===== src/rtl/add_compare_select_if.sv =====
// Bundle between the branch-metric unit (master) and the add-compare-select stage (slave).
// Ports:
//   en_acs, i_start, i_valid, i_dist   master -> slave: enable, restart, step valid, branch metrics
//   o_valid, o_surv, o_pm, o_norm      slave -> master: step result, survivors, path metrics, norm flag
//   o_best_state, o_best_pm            slave -> master: min-metric state and value (optional feature)
interface add_compare_select_if #(
    parameter int unsigned STATE_NUM = 4,
    parameter int unsigned BM_W      = 3,
    parameter int unsigned PM_W      = 8
);
    localparam int unsigned SW = (STATE_NUM > 1) ? $clog2(STATE_NUM) : 1;

    logic                                en_acs;
    logic                                i_start;
    logic                                i_valid;
    // Branch metric indexed [prev state][input bit].
    logic [STATE_NUM-1:0][1:0][BM_W-1:0] i_dist;

    logic                                o_valid;
    logic [STATE_NUM-1:0]                o_surv;
    logic [STATE_NUM-1:0][PM_W-1:0]      o_pm;
    logic                                o_norm;
    logic [SW-1:0]                       o_best_state;
    logic [PM_W-1:0]                     o_best_pm;

    modport master (
        output en_acs, i_start, i_valid, i_dist,
        input  o_valid, o_surv, o_pm, o_norm, o_best_state, o_best_pm
    );

    modport slave (
        input  en_acs, i_start, i_valid, i_dist,
        output o_valid, o_surv, o_pm, o_norm, o_best_state, o_best_pm
    );
endinterface


===== src/rtl/add_compare_select.sv =====
// Radix-2 add-compare-select stage of the Viterbi decoder.
// Each accepted trellis step updates every path metric and emits one survivor bit per state.
// Metrics are normalized by clearing all MSBs once every new metric has its MSB set.
// Optional feature macro: ACS_BEST_STATE_EN (registered argmin of the new metrics).
// Ports:
//   clk   rising-edge clock
//   rst   asynchronous active-low reset
//   bus   add_compare_select_if.slave (handshake, branch metrics in; survivors, metrics out)
module add_compare_select #(
    parameter int unsigned STATE_NUM = 4,
    parameter int unsigned BM_W      = 3,
    parameter int unsigned PM_W      = 8
) (
    input logic                clk,
    input logic                rst,
    add_compare_select_if.slave bus
);
    localparam int unsigned SW = (STATE_NUM > 1) ? $clog2(STATE_NUM) : 1;
    localparam logic [PM_W-1:0] PM_QUARTER = PM_W'(1) << (PM_W - 2);

    logic [STATE_NUM-1:0][PM_W-1:0] pm_q, init_pm, cand_pm, new_pm;
    logic [STATE_NUM-1:0]           surv_q, new_surv, msb_vec;
    logic                           valid_q, norm_q, norm_d;

    // One ACS butterfly half per next state; predecessor indices are elaboration constants.
    for (genvar ns = 0; ns < STATE_NUM; ns++) begin : g_acs
        localparam int unsigned P0 = (2 * ns) % STATE_NUM;
        localparam int unsigned P1 = P0 + 1;
        localparam int unsigned B  = ns / (STATE_NUM / 2);

        logic [PM_W:0]   c0_raw, c1_raw;
        logic [PM_W-1:0] c0, c1;

        assign c0_raw = {1'b0, pm_q[P0]} + {{(PM_W + 1 - BM_W){1'b0}}, bus.i_dist[P0][B]};
        assign c1_raw = {1'b0, pm_q[P1]} + {{(PM_W + 1 - BM_W){1'b0}}, bus.i_dist[P1][B]};
        assign c0     = c0_raw[PM_W] ? {PM_W{1'b1}} : c0_raw[PM_W-1:0];
        assign c1     = c1_raw[PM_W] ? {PM_W{1'b1}} : c1_raw[PM_W-1:0];

        // Strict compare: a tie keeps the even predecessor.
        assign new_surv[ns] = (c1 < c0);
        assign cand_pm[ns]  = new_surv[ns] ? c1 : c0;
        assign msb_vec[ns]  = cand_pm[ns][PM_W-1];
        assign init_pm[ns]  = (ns == 0) ? '0 : PM_QUARTER;
    end

    assign norm_d = &msb_vec;

    always_comb begin
        new_pm = cand_pm;
        if (norm_d) begin
            for (int unsigned s = 0; s < STATE_NUM; s++) begin
                new_pm[s][PM_W-1] = 1'b0;
            end
        end
    end

    always_ff @(posedge clk or negedge rst) begin
        if (!rst) begin
            pm_q    <= init_pm;
            surv_q  <= '0;
            valid_q <= 1'b0;
            norm_q  <= 1'b0;
        end else begin
            valid_q <= 1'b0;
            norm_q  <= 1'b0;
            if (bus.en_acs) begin
                if (bus.i_start) begin
                    pm_q   <= init_pm;
                    surv_q <= '0;
                end else if (bus.i_valid) begin
                    pm_q    <= new_pm;
                    surv_q  <= new_surv;
                    valid_q <= 1'b1;
                    norm_q  <= norm_d;
                end
            end
        end
    end

    assign bus.o_pm    = pm_q;
    assign bus.o_surv  = surv_q;
    assign bus.o_valid = valid_q;
    assign bus.o_norm  = norm_q;

`ifdef ACS_BEST_STATE_EN
    logic [SW-1:0]   best_state_d, best_state_q;
    logic [PM_W-1:0] best_pm_d, best_pm_q;

    // Linear scan with strict less-than so ties resolve to the lowest index.
    always_comb begin
        best_state_d = '0;
        best_pm_d    = new_pm[0];
        for (int unsigned s = 1; s < STATE_NUM; s++) begin
            if (new_pm[s] < best_pm_d) begin
                best_pm_d    = new_pm[s];
                best_state_d = SW'(s);
            end
        end
    end

    always_ff @(posedge clk or negedge rst) begin
        if (!rst) begin
            best_state_q <= '0;
            best_pm_q    <= '0;
        end else if (bus.en_acs) begin
            if (bus.i_start) begin
                best_state_q <= '0;
                best_pm_q    <= '0;
            end else if (bus.i_valid) begin
                best_state_q <= best_state_d;
                best_pm_q    <= best_pm_d;
            end
        end
    end

    assign bus.o_best_state = best_state_q;
    assign bus.o_best_pm    = best_pm_q;
`else
    assign bus.o_best_state = '0;
    assign bus.o_best_pm    = '0;
`endif
endmodule


===== src/flat_wrapper.sv =====
// flat-port wrapper written by rule: the top's interface ports become plain ports
module add_compare_select_flat 
#(
    parameter int unsigned STATE_NUM = 4,
    parameter int unsigned BM_W      = 3,
    parameter int unsigned PM_W      = 8
)
  (clk, rst, bus_en_acs, bus_i_start, bus_i_valid, bus_i_dist, bus_o_valid, bus_o_surv, bus_o_pm, bus_o_norm, bus_o_best_state, bus_o_best_pm);
  add_compare_select_if #(.STATE_NUM(STATE_NUM), .BM_W(BM_W), .PM_W(PM_W)) bus_i ();
  input logic clk;
  input logic rst;
  input wire logic [$bits(bus_i.en_acs)-1:0] bus_en_acs;
  input wire logic [$bits(bus_i.i_start)-1:0] bus_i_start;
  input wire logic [$bits(bus_i.i_valid)-1:0] bus_i_valid;
  input wire logic [$bits(bus_i.i_dist)-1:0] bus_i_dist;
  output wire logic [$bits(bus_i.o_valid)-1:0] bus_o_valid;
  output wire logic [$bits(bus_i.o_surv)-1:0] bus_o_surv;
  output wire logic [$bits(bus_i.o_pm)-1:0] bus_o_pm;
  output wire logic [$bits(bus_i.o_norm)-1:0] bus_o_norm;
  output wire logic [$bits(bus_i.o_best_state)-1:0] bus_o_best_state;
  output wire logic [$bits(bus_i.o_best_pm)-1:0] bus_o_best_pm;
  assign bus_i.en_acs = bus_en_acs;
  assign bus_i.i_start = bus_i_start;
  assign bus_i.i_valid = bus_i_valid;
  assign bus_i.i_dist = bus_i_dist;
  assign bus_o_valid = bus_i.o_valid;
  assign bus_o_surv = bus_i.o_surv;
  assign bus_o_pm = bus_i.o_pm;
  assign bus_o_norm = bus_i.o_norm;
  assign bus_o_best_state = bus_i.o_best_state;
  assign bus_o_best_pm = bus_i.o_best_pm;
  add_compare_select #(.STATE_NUM(STATE_NUM), .BM_W(BM_W), .PM_W(PM_W)) u_core (.clk(clk), .rst(rst), .bus(bus_i));
endmodule

===== config.mk =====
export PLATFORM = sky130hd
export DESIGN_NAME = add_compare_select_flat
export DESIGN_NICKNAME = d
export VERILOG_FILES = /design/src/rtl/add_compare_select_if.sv /design/src/rtl/add_compare_select.sv /design/src/flat_wrapper.sv
export SDC_FILE = /design/constraint.sdc
export NUM_CORES = 1
export LEC_CHECK = 0
export ABC_CLOCK_PERIOD_IN_PS = 4200
export CAP_MARGIN = 20
export CORE_MARGIN = 10
export CORE_UTILIZATION = 50
export DETAILED_ROUTE_END_ITERATION = 10
export PLACE_DENSITY = 0.76
export SYNTH_ARGS = -nofsm -noshare
export SYNTH_HDL_FRONTEND = slang
export SYNTH_SLANG_ARGS = --single-unit

===== constraint.sdc =====
create_clock -name clk -period 4.2 [get_ports clk]
set_input_delay 0.84 -clock clk [delete_from_list [all_inputs] [get_ports clk]]
set_output_delay 0.84 -clock clk [all_outputs]
set_load 0.03 [all_outputs]

==> results_dict.tcl <==
set metrics [dict create \
    fin_hold_ws_ns 0.502 \
    hold_path_class "reg2reg" \
    cts.path.max_buffers 2 \
    num_vias 4482 \
    antenna_found_initial 0 \
    clk_latency_ns 0.30 \
    cp-start-kind "primary input" \
    required_ns 4.36 \
    viasPerCell 6.07 \
    cts-htree-levels 2 \
    place_hpwl_mm 11.1 \
    die_x_um 113 \
    dpl.cell_count 730 \
    fin_skew_ns 0.0203 \
    ys.flop_type "dfrtp_1" \
    maxCapViolations 0 \
    met2_length_mm 6.39 \
    cts_root_buffer "clkbuf_8" \
    fin_nets 719 \
    synth-seq-area-share_pct 21.9 \
    met3_length_mm 1.05 \
    min_path_cells 2 \
    port_buffers 66 \
    grt_pass1_vias 4528 \
    finish.utilization_pct 65.0 \
    yosysWarnings 0 \
    total_power_w 0.00501 \
    synth.avg_cell_area_um2 8.39 \
    ir_worst_vdd_mv 0.571 \
    crit_fanout 5 \
    fp-row-count 34 \
    path_clk_slew_ns 0.08 \
    min_period_over_period_pct 95.1 \
    antenna_cells 0 \
    slew_headroom_pct 31.2 \
    grt_pass1_wl_mm 23.0 \
    multi_input_area_mm2 0.00326 \
    critPathArrivalTime_ns 4.16 \
    die_height_um 113 \
    groute.usage.overall_pct 21.2 \
    fmax_mhz 250 \
    leakage_nw 2.49 \
    hold_viol_final 0 \
    ff2ff_path_depth 15 \
    dr.max_layer_used "met4" \
    wirelength_mm 13.9 \
    grt_max_degree 39 \
    areaGrowthSynthToFinish_pct 28.0 \
    postRouteAntennaNets 0 \
    cts_tree "done" \
    ioPinCount 77 \
    async_flop_share_pct 100 \
    drt_iter0_drc 414 \
    setup_viol 0 \
    powerDensity_mw_per_mm2 897 \
    initial_core_util_pct 50.8 \
    cts_num_sinks 38 \
    worst_slew_pin_slew_ns 1.03 \
    synth_seq_cells 38 \
    endpoint_kind "flip-flop" \
    run_status "finished clean" \
    syn-cell-area_mm2 0.00436 \
    instances_no_fill 738 \
    overflow 0 \
    die-area_mm2 0.0129 \
    synth_cell_types 61 \
    final_layout_size_suffix_gt1_share_pct 15.4 \
    synth_edf_count 0 \
    cts_inserted_buffers 5 \
    core_area_mm2 0.00859 \
    route.detailed.drc 0 \
    crit_type "in2reg" \
    drt-met1-wl_mm 6.29 \
    fin_tns_setup_ns 0 \
    detail_route.wl_per_cell_um 18.8 \
    nFillCells 763 \
    fin_crit_ns 4.00 \
    slew_viol_final 0 \
    place.gp.congestion 0.878 \
    postSynthCellCount 520 \
    final-seq-area_um2 955 \
    first_pass_iters 5 \
]
[registers in the layout, indices dropped and copies added, names as in the netlist]
register	count
u_core.bus.o_pm	32
u_core.bus.o_surv	4
u_core.bus.o_valid	1
u_core.bus.o_norm	1
[worst max-delay path, stage by stage]
cell and delay [ns]:
clkdlybuf4s50_1 0.41, ha_1 0.22, fa_1 0.42, a21oi_2 0.20, nand2b_4 0.16, buf_4 0.11, mux2i_1 0.29, ha_1 0.20
a21oi_1 0.06, o21ai_0 0.16, buf_4 0.16, a2111oi_4 0.04, buf_4 0.16, or3_1 0.41, a222oi_1 0.25, o21ai_1 0.09
[what timing repair did]
action	4_1_cts	5_1_grt
setup buffers	0	1
hold buffers	0	0
setup endpoints to repair	0	18
resized for setup	0	11
[synth_stat cells (7+ instances only)]
| cell | number | area (µm²) |
|---|---|---|
| a21oi_1 | 43 | 215 |
| a22o_1 | 19 | 166 |
| buf_2 | 11 | 55.1 |
| buf_4 | 10 | 75.1 |
| clkbuf_1 | 7 | 26.3 |
| dfrtp_1 | 35 | 876 |
| fa_1 | 8 | 160 |
| ha_1 | 52 | 651 |
| inv_1 | 16 | 60.1 |
| mux2_2 | 7 | 78.8 |
| mux2i_1 | 20 | 200 |
| nand2_1 | 56 | 210 |
| nand2b_1 | 9 | 56.3 |
| nand3_1 | 15 | 75.1 |
| nand4_1 | 10 | 62.6 |
| nor2_1 | 43 | 161 |
| o21a_1 | 8 | 60.1 |
| o21ai_0 | 35 | 175 |
| xnor2_1 | 18 | 158 |
[final timing paths]
path	from	end	slack, ns
min in group asynchronous	rst	u_core.bus.o_pm[4]	0.68
hold / removal	u_core.bus.o_surv[2]	u_core.bus.o_surv[2]	0.50
max in group asynchronous	rst	u_core.bus.o_pm[15]	2.93
setup reg to reg	u_core.bus.o_pm[0]	u_core.bus.o_pm[15]	0.63
setup / recovery	bus_i_dist[3]	u_core.bus.o_pm[15]	0.20
hold reg to reg	u_core.bus.o_surv[2]	u_core.bus.o_surv[2]	0.50
[per-stage QoR]
step                      cell area (µm²)  worst slack (ns)
after floorplan                      4400             0.420
after global placement               5450            -0.156
after detailed placement             5450            -0.226
after CTS                            5540            0.0636
after global routing                 5580          -0.00557
final                                5580             0.205
[cells by family (layout without fill, tap and decap cells)]
logic type / count (synthesis) / after routing / share of synthesized area, %
buf+inv: 46 / 147 / 5.16
other cells: 1 / 10 / 0.0860
compound gates: 156 / 156 / 24.2
mux: 27 / 27 / 6.40
fa+ha+maj: 60 / 60 / 18.6
simple gates: 168 / 168 / 18.8
xor+xnor: 24 / 24 / 4.82
flops: 38 / 38 / 21.9
[cells in the final DEF, fill, tap and decap left out, types with 3 or more instances in the layout]
| cell | count |
|---|---|
| clkbuf_8 | 6 |
| dfrtp_1 | 35 |
| or2_2 | 4 |
| nor3_1 | 3 |
| buf_4 | 57 |
| nand2b_1 | 7 |
| xor2_1 | 6 |
| a21o_1 | 5 |
| conb_1 | 10 |
| o21a_1 | 8 |
| a21oi_1 | 41 |
| nand2_1 | 56 |
| o211ai_1 | 5 |
| nor2_2 | 4 |
| mux2i_1 | 20 |
| a211oi_1 | 3 |
| a22o_1 | 19 |
| a32o_1 | 3 |
| a211o_1 | 3 |
| fa_1 | 7 |
| nand3_1 | 15 |
| nand4_1 | 10 |
| inv_1 | 16 |
| mux2_2 | 7 |
| xnor2_1 | 18 |
| o311ai_1 | 3 |
| or3_1 | 6 |
| o22ai_1 | 3 |
| ha_1 | 51 |
| nor2_1 | 41 |
| and4_1 | 4 |
| clkdlybuf4s50_1 | 65 |
| o21ai_0 | 34 |
| a22oi_1 | 3 |
| dfstp_2 | 3 |
[layout make-up]
type                            count  area share (%)
Sequential cell                    38            17.1
Inverter                           17            1.14
Timing Repair Buffer              123            19.4
Clock buffer                        7            1.55
Multi-Input combinational cell    445            58.4
Tap cell                          108            2.42
[layer usage]
metal	up-vias	GRT usage [%]
met5	-	0
met4	0	5.25
met3	12	4.30
met2	207	33.4
met1	2141	29.0
li1	2122	-
[power by group]
| part | switching [W] | total (W) | internal, W | leakage (nW) |
|---|---|---|---|---|
| clock | 0.000136 | 0.000267 | 0.000131 | 0.0443 |
| combinational | 0.00211 | 0.00398 | 0.00187 | 1.94 |
| sequential | 0.000263 | 0.000762 | 0.000499 | 0.508 |
| total | 0.00251 | 0.00501 | 0.00250 | 2.49 |
(Power assumes the default switching activity.)
